### src/rtl/wb_arb_pkg.sv
// Shared definitions for the Wishbone SDRAM-port arbiter: FSM states and cti codes.
// Latency: none (types and constants only).
// Backpressure: not applicable.
package wb_arb_pkg;

  typedef enum logic [1:0] {
    IDLE = 2'd0,
    BUSY = 2'd1,
    ERR  = 2'd2
  } arb_state_e;

  localparam logic [2:0] CLASSIC = 3'b000;
  localparam logic [2:0] INCR    = 3'b010;
  localparam logic [2:0] EOB     = 3'b111;

endpackage

### src/rtl/wb_sdram_arbiter_rr_pick.sv
// Round-robin one-hot selector: lowest requesting index >= ptr wins, wrapping to index 0.
// Latency: purely combinational.
// Backpressure: none; the caller decides when the pick is registered.
module wb_rr_pick #(
  parameter int NUM_MASTERS = 2,
  parameter int PW          = $clog2(NUM_MASTERS)
) (
  input  logic [NUM_MASTERS-1:0] req,
  input  logic [PW-1:0]          ptr,
  output logic [NUM_MASTERS-1:0] gnt
);

  // First pass searches ptr..top, second pass wraps to 0..ptr-1 if nothing was found.
  always_comb begin
    logic found;
    gnt   = '0;
    found = 1'b0;
    for (int k = 0; k < NUM_MASTERS; k++) begin
      if (!found && req[k] && (k >= int'(ptr))) begin
        gnt[k] = 1'b1;
        found  = 1'b1;
      end
    end
    for (int k = 0; k < NUM_MASTERS; k++) begin
      if (!found && req[k]) begin
        gnt[k] = 1'b1;
        found  = 1'b1;
      end
    end
  end

endmodule

### src/rtl/wb_sdram_arbiter.sv
// Round-robin Wishbone arbiter sharing the SDRAM controller slave port; grant held per bus cycle.
// Latency: one registered cycle from cyc to grant, then combinational pass-through per beat.
// Backpressure: losers stall with no ack; a beat stalled TIMEOUT_CYCLES is killed with a one-cycle err.
module wb_sdram_arbiter
  import wb_arb_pkg::*;
#(
  parameter int NUM_MASTERS    = 2,
  parameter int AW             = 32,
  parameter int DW             = 32,
  parameter int TIMEOUT_CYCLES = 1024
) (
  input  logic                        wb_clk_i,
  input  logic                        wb_rst_i,
  input  logic [NUM_MASTERS*AW-1:0]   m_adr_i,
  input  logic [NUM_MASTERS*DW-1:0]   m_dat_i,
  input  logic [NUM_MASTERS*DW/8-1:0] m_sel_i,
  input  logic [NUM_MASTERS-1:0]      m_we_i,
  input  logic [NUM_MASTERS-1:0]      m_cyc_i,
  input  logic [NUM_MASTERS-1:0]      m_stb_i,
  input  logic [NUM_MASTERS*3-1:0]    m_cti_i,
  input  logic [NUM_MASTERS*2-1:0]    m_bte_i,
  output logic [DW-1:0]               m_dat_o,
  output logic [NUM_MASTERS-1:0]      m_ack_o,
  output logic [NUM_MASTERS-1:0]      m_err_o,
  output logic [AW-1:0]               s_adr_o,
  output logic [DW-1:0]               s_dat_o,
  output logic [DW/8-1:0]             s_sel_o,
  output logic                        s_we_o,
  output logic                        s_cyc_o,
  output logic                        s_stb_o,
  output logic [2:0]                  s_cti_o,
  output logic [1:0]                  s_bte_o,
  input  logic [DW-1:0]               s_dat_i,
  input  logic                        s_ack_i,
  input  logic                        s_err_i,
  output logic [NUM_MASTERS-1:0]      grant_o
);

  localparam int SW    = DW / 8;
  localparam int PW    = $clog2(NUM_MASTERS);
  localparam bit WD_EN = (TIMEOUT_CYCLES > 0);
  // A zero timeout still needs a 1-bit counter to keep the declarations legal; it never counts.
  localparam int CW    = WD_EN ? $clog2(TIMEOUT_CYCLES + 1) : 1;
  localparam logic [CW-1:0] WD_LIMIT = CW'(TIMEOUT_CYCLES);

  arb_state_e             state;
  logic [NUM_MASTERS-1:0] grant;
  logic [NUM_MASTERS-1:0] pick_gnt;
  logic [PW-1:0]          gidx;
  logic [PW-1:0]          pick_idx;
  logic [PW-1:0]          ptr;
  logic [PW-1:0]          next_ptr;
  logic [CW-1:0]          wd_cnt;
  logic                   err_pulse;
  logic                   g_cyc;
  logic                   g_stb;
  logic                   busy;
  logic                   stall;

  wb_rr_pick #(
    .NUM_MASTERS (NUM_MASTERS),
    .PW          (PW)
  ) u_pick (
    .req (m_cyc_i),
    .ptr (ptr),
    .gnt (pick_gnt)
  );

  // Encode the one-hot pick so the owner index can be stored for pointer rotation.
  always_comb begin
    pick_idx = '0;
    for (int k = 0; k < NUM_MASTERS; k++) begin
      if (pick_gnt[k]) pick_idx = PW'(k);
    end
  end

  // Slave-side mux: an AND-OR over the one-hot grant, so an empty grant yields all zeros.
  always_comb begin
    s_adr_o = '0;
    s_dat_o = '0;
    s_sel_o = '0;
    s_we_o  = 1'b0;
    s_cti_o = '0;
    s_bte_o = '0;
    g_cyc   = 1'b0;
    g_stb   = 1'b0;
    for (int k = 0; k < NUM_MASTERS; k++) begin
      if (grant[k]) begin
        s_adr_o = m_adr_i[k*AW +: AW];
        s_dat_o = m_dat_i[k*DW +: DW];
        s_sel_o = m_sel_i[k*SW +: SW];
        s_we_o  = m_we_i[k];
        s_cti_o = m_cti_i[k*3 +: 3];
        s_bte_o = m_bte_i[k*2 +: 2];
        g_cyc   = m_cyc_i[k];
        g_stb   = m_stb_i[k];
      end
    end
  end

  // cyc/stb only reach the slave in BUSY; ERR keeps the grant but kills the bus cycle.
  assign busy     = (state == BUSY);
  assign s_cyc_o  = busy & g_cyc;
  assign s_stb_o  = busy & g_cyc & g_stb;
  assign stall    = s_stb_o & ~s_ack_i & ~s_err_i;
  assign m_dat_o  = s_dat_i;
  assign m_ack_o  = busy ? (grant & {NUM_MASTERS{s_ack_i}}) : '0;
  assign m_err_o  = busy ? (grant & {NUM_MASTERS{s_err_i}})
                         : ((state == ERR) ? (grant & {NUM_MASTERS{err_pulse}}) : '0);
  assign grant_o  = grant;
  assign next_ptr = (gidx == PW'(NUM_MASTERS - 1)) ? '0 : gidx + 1'b1;

  // Arbitration FSM with grant register, rotating pointer, watchdog and err pulse.
  always_ff @(posedge wb_clk_i) begin
    if (wb_rst_i) begin
      state     <= IDLE;
      grant     <= '0;
      gidx      <= '0;
      ptr       <= '0;
      wd_cnt    <= '0;
      err_pulse <= 1'b0;
    end else begin
      err_pulse <= 1'b0;
      case (state)
        IDLE: begin
          wd_cnt <= '0;
          if (|m_cyc_i) begin
            grant <= pick_gnt;
            gidx  <= pick_idx;
            state <= BUSY;
          end
        end
        BUSY: begin
          if (!g_cyc) begin
            grant  <= '0;
            ptr    <= next_ptr;
            wd_cnt <= '0;
            state  <= IDLE;
          end else if (WD_EN && stall) begin
            // Counting happens only on stalled beats, so an ack in the would-be expiry cycle wins.
            if ((wd_cnt + 1'b1) == WD_LIMIT) begin
              wd_cnt    <= WD_LIMIT;
              err_pulse <= 1'b1;
              state     <= ERR;
            end else begin
              wd_cnt <= wd_cnt + 1'b1;
            end
          end else begin
            wd_cnt <= '0;
          end
        end
        ERR: begin
          if (!g_cyc) begin
            grant  <= '0;
            ptr    <= next_ptr;
            wd_cnt <= '0;
            state  <= IDLE;
          end
        end
        default: begin
          grant  <= '0;
          wd_cnt <= '0;
          state  <= IDLE;
        end
      endcase
    end
  end

endmodule
### config.mk
export PLATFORM = sky130hd
export DESIGN_NAME = wb_sdram_arbiter
export DESIGN_NICKNAME = d
export VERILOG_FILES = /design/src/rtl/wb_arb_pkg.sv /design/src/rtl/wb_sdram_arbiter_rr_pick.sv /design/src/rtl/wb_sdram_arbiter.sv
export SDC_FILE = /design/constraint.sdc
export NUM_CORES = 1
export LEC_CHECK = 0
export CAP_MARGIN = 20
export CELL_PAD_IN_SITES_DETAIL_PLACEMENT = 1
export CELL_PAD_IN_SITES_GLOBAL_PLACEMENT = 1
export CORE_ASPECT_RATIO = 0.9
export CORE_UTILIZATION = 16
export CTS_BUF_LIST = sky130_fd_sc_hd__clkbuf_2
export DETAILED_ROUTE_END_ITERATION = 12
export PLACE_DENSITY = 0.89
export REMOVE_ABC_BUFFERS = 1
export SYNTH_ARGS = -nofsm -noshare
export SYNTH_HDL_FRONTEND = slang
export SYNTH_SLANG_ARGS = --single-unit
### constraint.sdc
create_clock -name wb_clk_i -period 4.1 [get_ports wb_clk_i]
set_input_delay 0.82 -clock wb_clk_i [delete_from_list [all_inputs] [get_ports wb_clk_i]]
set_output_delay 0.82 -clock wb_clk_i [all_outputs]
set_load 0.02 [all_outputs]
==> results.yml <==
run_status:
  outcome: "finished with violations"
  violations: "design-rule violations"
power_and_ir_drop:
  clkPwrFrac_pct: 9.5
  pwr-share-comb_pct: 68.9
  p_per_area_nw_per_um2: 194.7
  power_mw: 0.8743
  swShare_pct: 38.85
  switching_power_mw: 0.3397
  seqPwrFrac_pct: 21.6
  ir_drop_uv: 118.0
  p_int_mw: 0.5346
  leakagePower_nw: 1.646
yosys:
  ys_ff_latch: 18
  syn_area_per_cell_um2: 7.966
  synth_edf_count: 0
  ys_async_sr_fraction_pct: 0
  synth_area_leaders: "a22o_1 (30%), dfxtp_1 (17%), buf_4 (11%)"
  synth_area_leader_cell: "a22o_1"
  ys_types: 54
  seq_area_frac_synth_pct: 16.57
  netlist_instances: 273
  synth_top_area_share_pct: 29.80
  synthesis.area_um2: 2175
  yosys_warnings: 0
  ys.flop_type: "dfxtp_1"
setup_path:
  crit_type: "in -> out"
  worstPathMaxFanout: 6
  crit_arrival_ns: 2.58
  reg2reg_to: "wd_cnt[7]"
  ff2ff_setup_slack_ns: 1.70
  endpoint_kind: "output pin"
  rr_startpoint: "grant_o[1]"
  critical_path_required_ns: 3.28
  reg2reg_depth: 6
  worst_setup_path_start_kind: "input port"
die:
  die_y_um: 112.6
  core_um2: 13310
  start_util_pct: 16.33
  die_w_um: 124.9
  io_pins: 302
  dieArea_um2: 14060
  rows: 40
route:
  drt_iter0_markers: 212
  drc: 12
  drt_wl_total_um: 13510
  dr.pass1.iters: 9
  viasPerCell: 4.760
  ant_nets: 0
  vias: 3013
  wl_per_cell_um: 21.35
clock_tree:
  numCtsBuffers: 3
  cts-hold-fix-buffers: 0
  cts_tree: "yes"
  cts_resized: 0
  htree_levels: 1
  cts.sinks: 18
  clk_latency_ns: 0.32
  cts_setup_buffers: 0
  cts_root_buffer: "clkbuf_2"
  clockBufferDepth: 2
  clkTransAtPathRegs_ns: 0.20
placed_design:
  finalWeightedCongestion: 0.8907
  port_buffers: 237
  post-place-cells: 629
  dpl.hpwl_um: 11350
global_routing:
  grt_overflow: 0
  track_usage_pct: 17.84
  grt_pass1_wl_um: 19200
  antenna_found_initial: 0
  grt_pass1_vias: 3229
  grt_start_max_net_pins: 82
timing:
  fin_crit_ns: 3.403
  finalHoldViolCount: 0
  worst_pin_slew_ns: 0.7797
  skew_ns: 0.01452
  slew_headroom_pct: 47.86
  setup_viol: 0
  post-route-period-util_pct: 82.99
  drv_slew: 0
  max_freq_mhz: 293.9
  rsz0062_at_grt: "no"
worst_hold_path:
  hold_start: "gidx"
  hold-path-cell-count: 2
  hold_class: "reg -> reg"
  hold-path-endpoint: "gidx"
cells_and_area:
  layoutNonFillerInstCount: 633
  post-route-util_pct: 33.73
  regArea_um2: 361.6
  fillers: 1571
  multi_input_area_um2: 1474
  area_growth_pct: 106.5
  layout.nets: 658
  diodes: 0
  layout-drive-gt1-share_pct: 5.806
flow_run:
  cap_violations: 0
-- synth_stat cells, types with 2 or more instances --
| cell | count |
|---|---|
| or4_1 | 2 |
| o21ai_1 | 2 |
| or3_1 | 2 |
| and2_1 | 3 |
| o21a_1 | 3 |
| a21oi_1 | 14 |
| nand2_1 | 16 |
| buf_1 | 6 |
| a31oi_1 | 5 |
| ha_1 | 4 |
| buf_4 | 33 |
| inv_1 | 5 |
| mux2i_1 | 2 |
| dfxtp_1 | 18 |
| o211ai_1 | 2 |
| or2b_2 | 2 |
| a22o_1 | 74 |
| o21ai_0 | 7 |
| and3_1 | 2 |
| nor2b_1 | 3 |
| clkbuf_1 | 12 |
| nand3_1 | 9 |
| nor2_1 | 16 |
-- cell usage in the layout, fill, tap and decap left out, drive strengths merged, types with 2 or more instances in the layout --
master	Yosys	final
mux2i	2	2
nor2	17	17
or2	3	3
nor2b	3	3
and3	3	3
nand3	10	10
buf	39	3
and2b	2	2
o21a	3	3
and2	3	3
clkdlybuf4s50	0	237
or4	2	2
a22o	74	74
a31oi	6	6
inv	5	5
o21ai	10	10
nor3	2	2
ha	4	4
nand2	16	16
or3	2	2
a21oi	15	15
and3b	2	2
dfxtp	18	18
nand4b	2	2
o211ai	2	2
or2b	3	3
clkbuf	13	3
-- power by group through the flow --
| stage | sequential [mW] | clock, mW | combinational, mW |
|---|---|---|---|
| after floorplan | 0.203 | 0 | 0.228 |
| after global placement | 0.192 | 0 | 0.597 |
| after detailed placement | 0.192 | 0 | 0.604 |
| after CTS | 0.189 | 0.0854 | 0.608 |
| after global routing | 0.190 | 0.0919 | 0.634 |
| final | 0.189 | 0.0828 | 0.602 |
-- layout make-up --
class | count | share of cell area (%)
tap | 168 | 4.681
sequential | 18 | 8.052
clock buffer | 3 | 0.3344
timing repair buffer | 240 | 53.61
inverter | 5 | 0.4179
multi-input combinational | 198 | 32.82
clock inverter | 1 | 0.08359
-- critical path: stages --
cell and delay [ns]:
clkdlybuf4s50_1 0.49, and4b_2 0.27, or2_2 0.33, o21a_1 0.13
clkdlybuf4s50_1 0.54
-- how the worst max path moves through the flow --
stage          cells after the start           to        from
6_report                           5      s_stb_o  m_cyc_i[0]
3_5_place_dp                       5      s_stb_o  m_cyc_i[0]
4_1_cts                            4   s_sel_o[1]  grant_o[0]
5_1_grt                            4   s_sel_o[1]  grant_o[0]
2_1_floorplan                      2  s_adr_o[16]  grant_o[1]
3_3_place_gp                       5      s_stb_o  m_cyc_i[0]
-- sequential cells by signal, summed over array words and instances (netlist names) --
register and count:
ptr 1, gidx 1, wd_cnt 11, grant_o 2, state 2, err_pulse 1
-- stage by stage --
step | setup TNS, ns | hold WS (ns) | instance area (um^2) | worst slack (ns)
finish | 0 | 0.4966 | 4491 | 0.6974
floorplan | -69.57 | 0.4187 | 1846 | -0.9507
detailed placement | 0 | 0.4717 | 4472 | 0.7143
global route | 0 | 0.5085 | 4491 | 0.6259
global placement | 0 | 0.4358 | 4472 | 0.7470
CTS | 0 | 0.4971 | 4491 | 0.7031
-- cell families after synthesis --
family / synth area share, %
xor+xnor: 0.4028
mux: 0.9206
buf+inv: 16.00
flops: 16.57
simple gates: 20.37
fa+ha+maj: 2.302
compound gates: 43.44
-- metal layers --
metal	routed length, um	up-vias	global-route usage (%)	part of all wire [%]
li1	-	1399	-	-
met1	4916	1456	19.13	36
met2	6846	146	31.61	51
met3	1482	12	8.961	11
met4	266	0	3.659	2.0
met5	0	-	0	0
No activity file was read; power rests on OpenSTA's default activity.
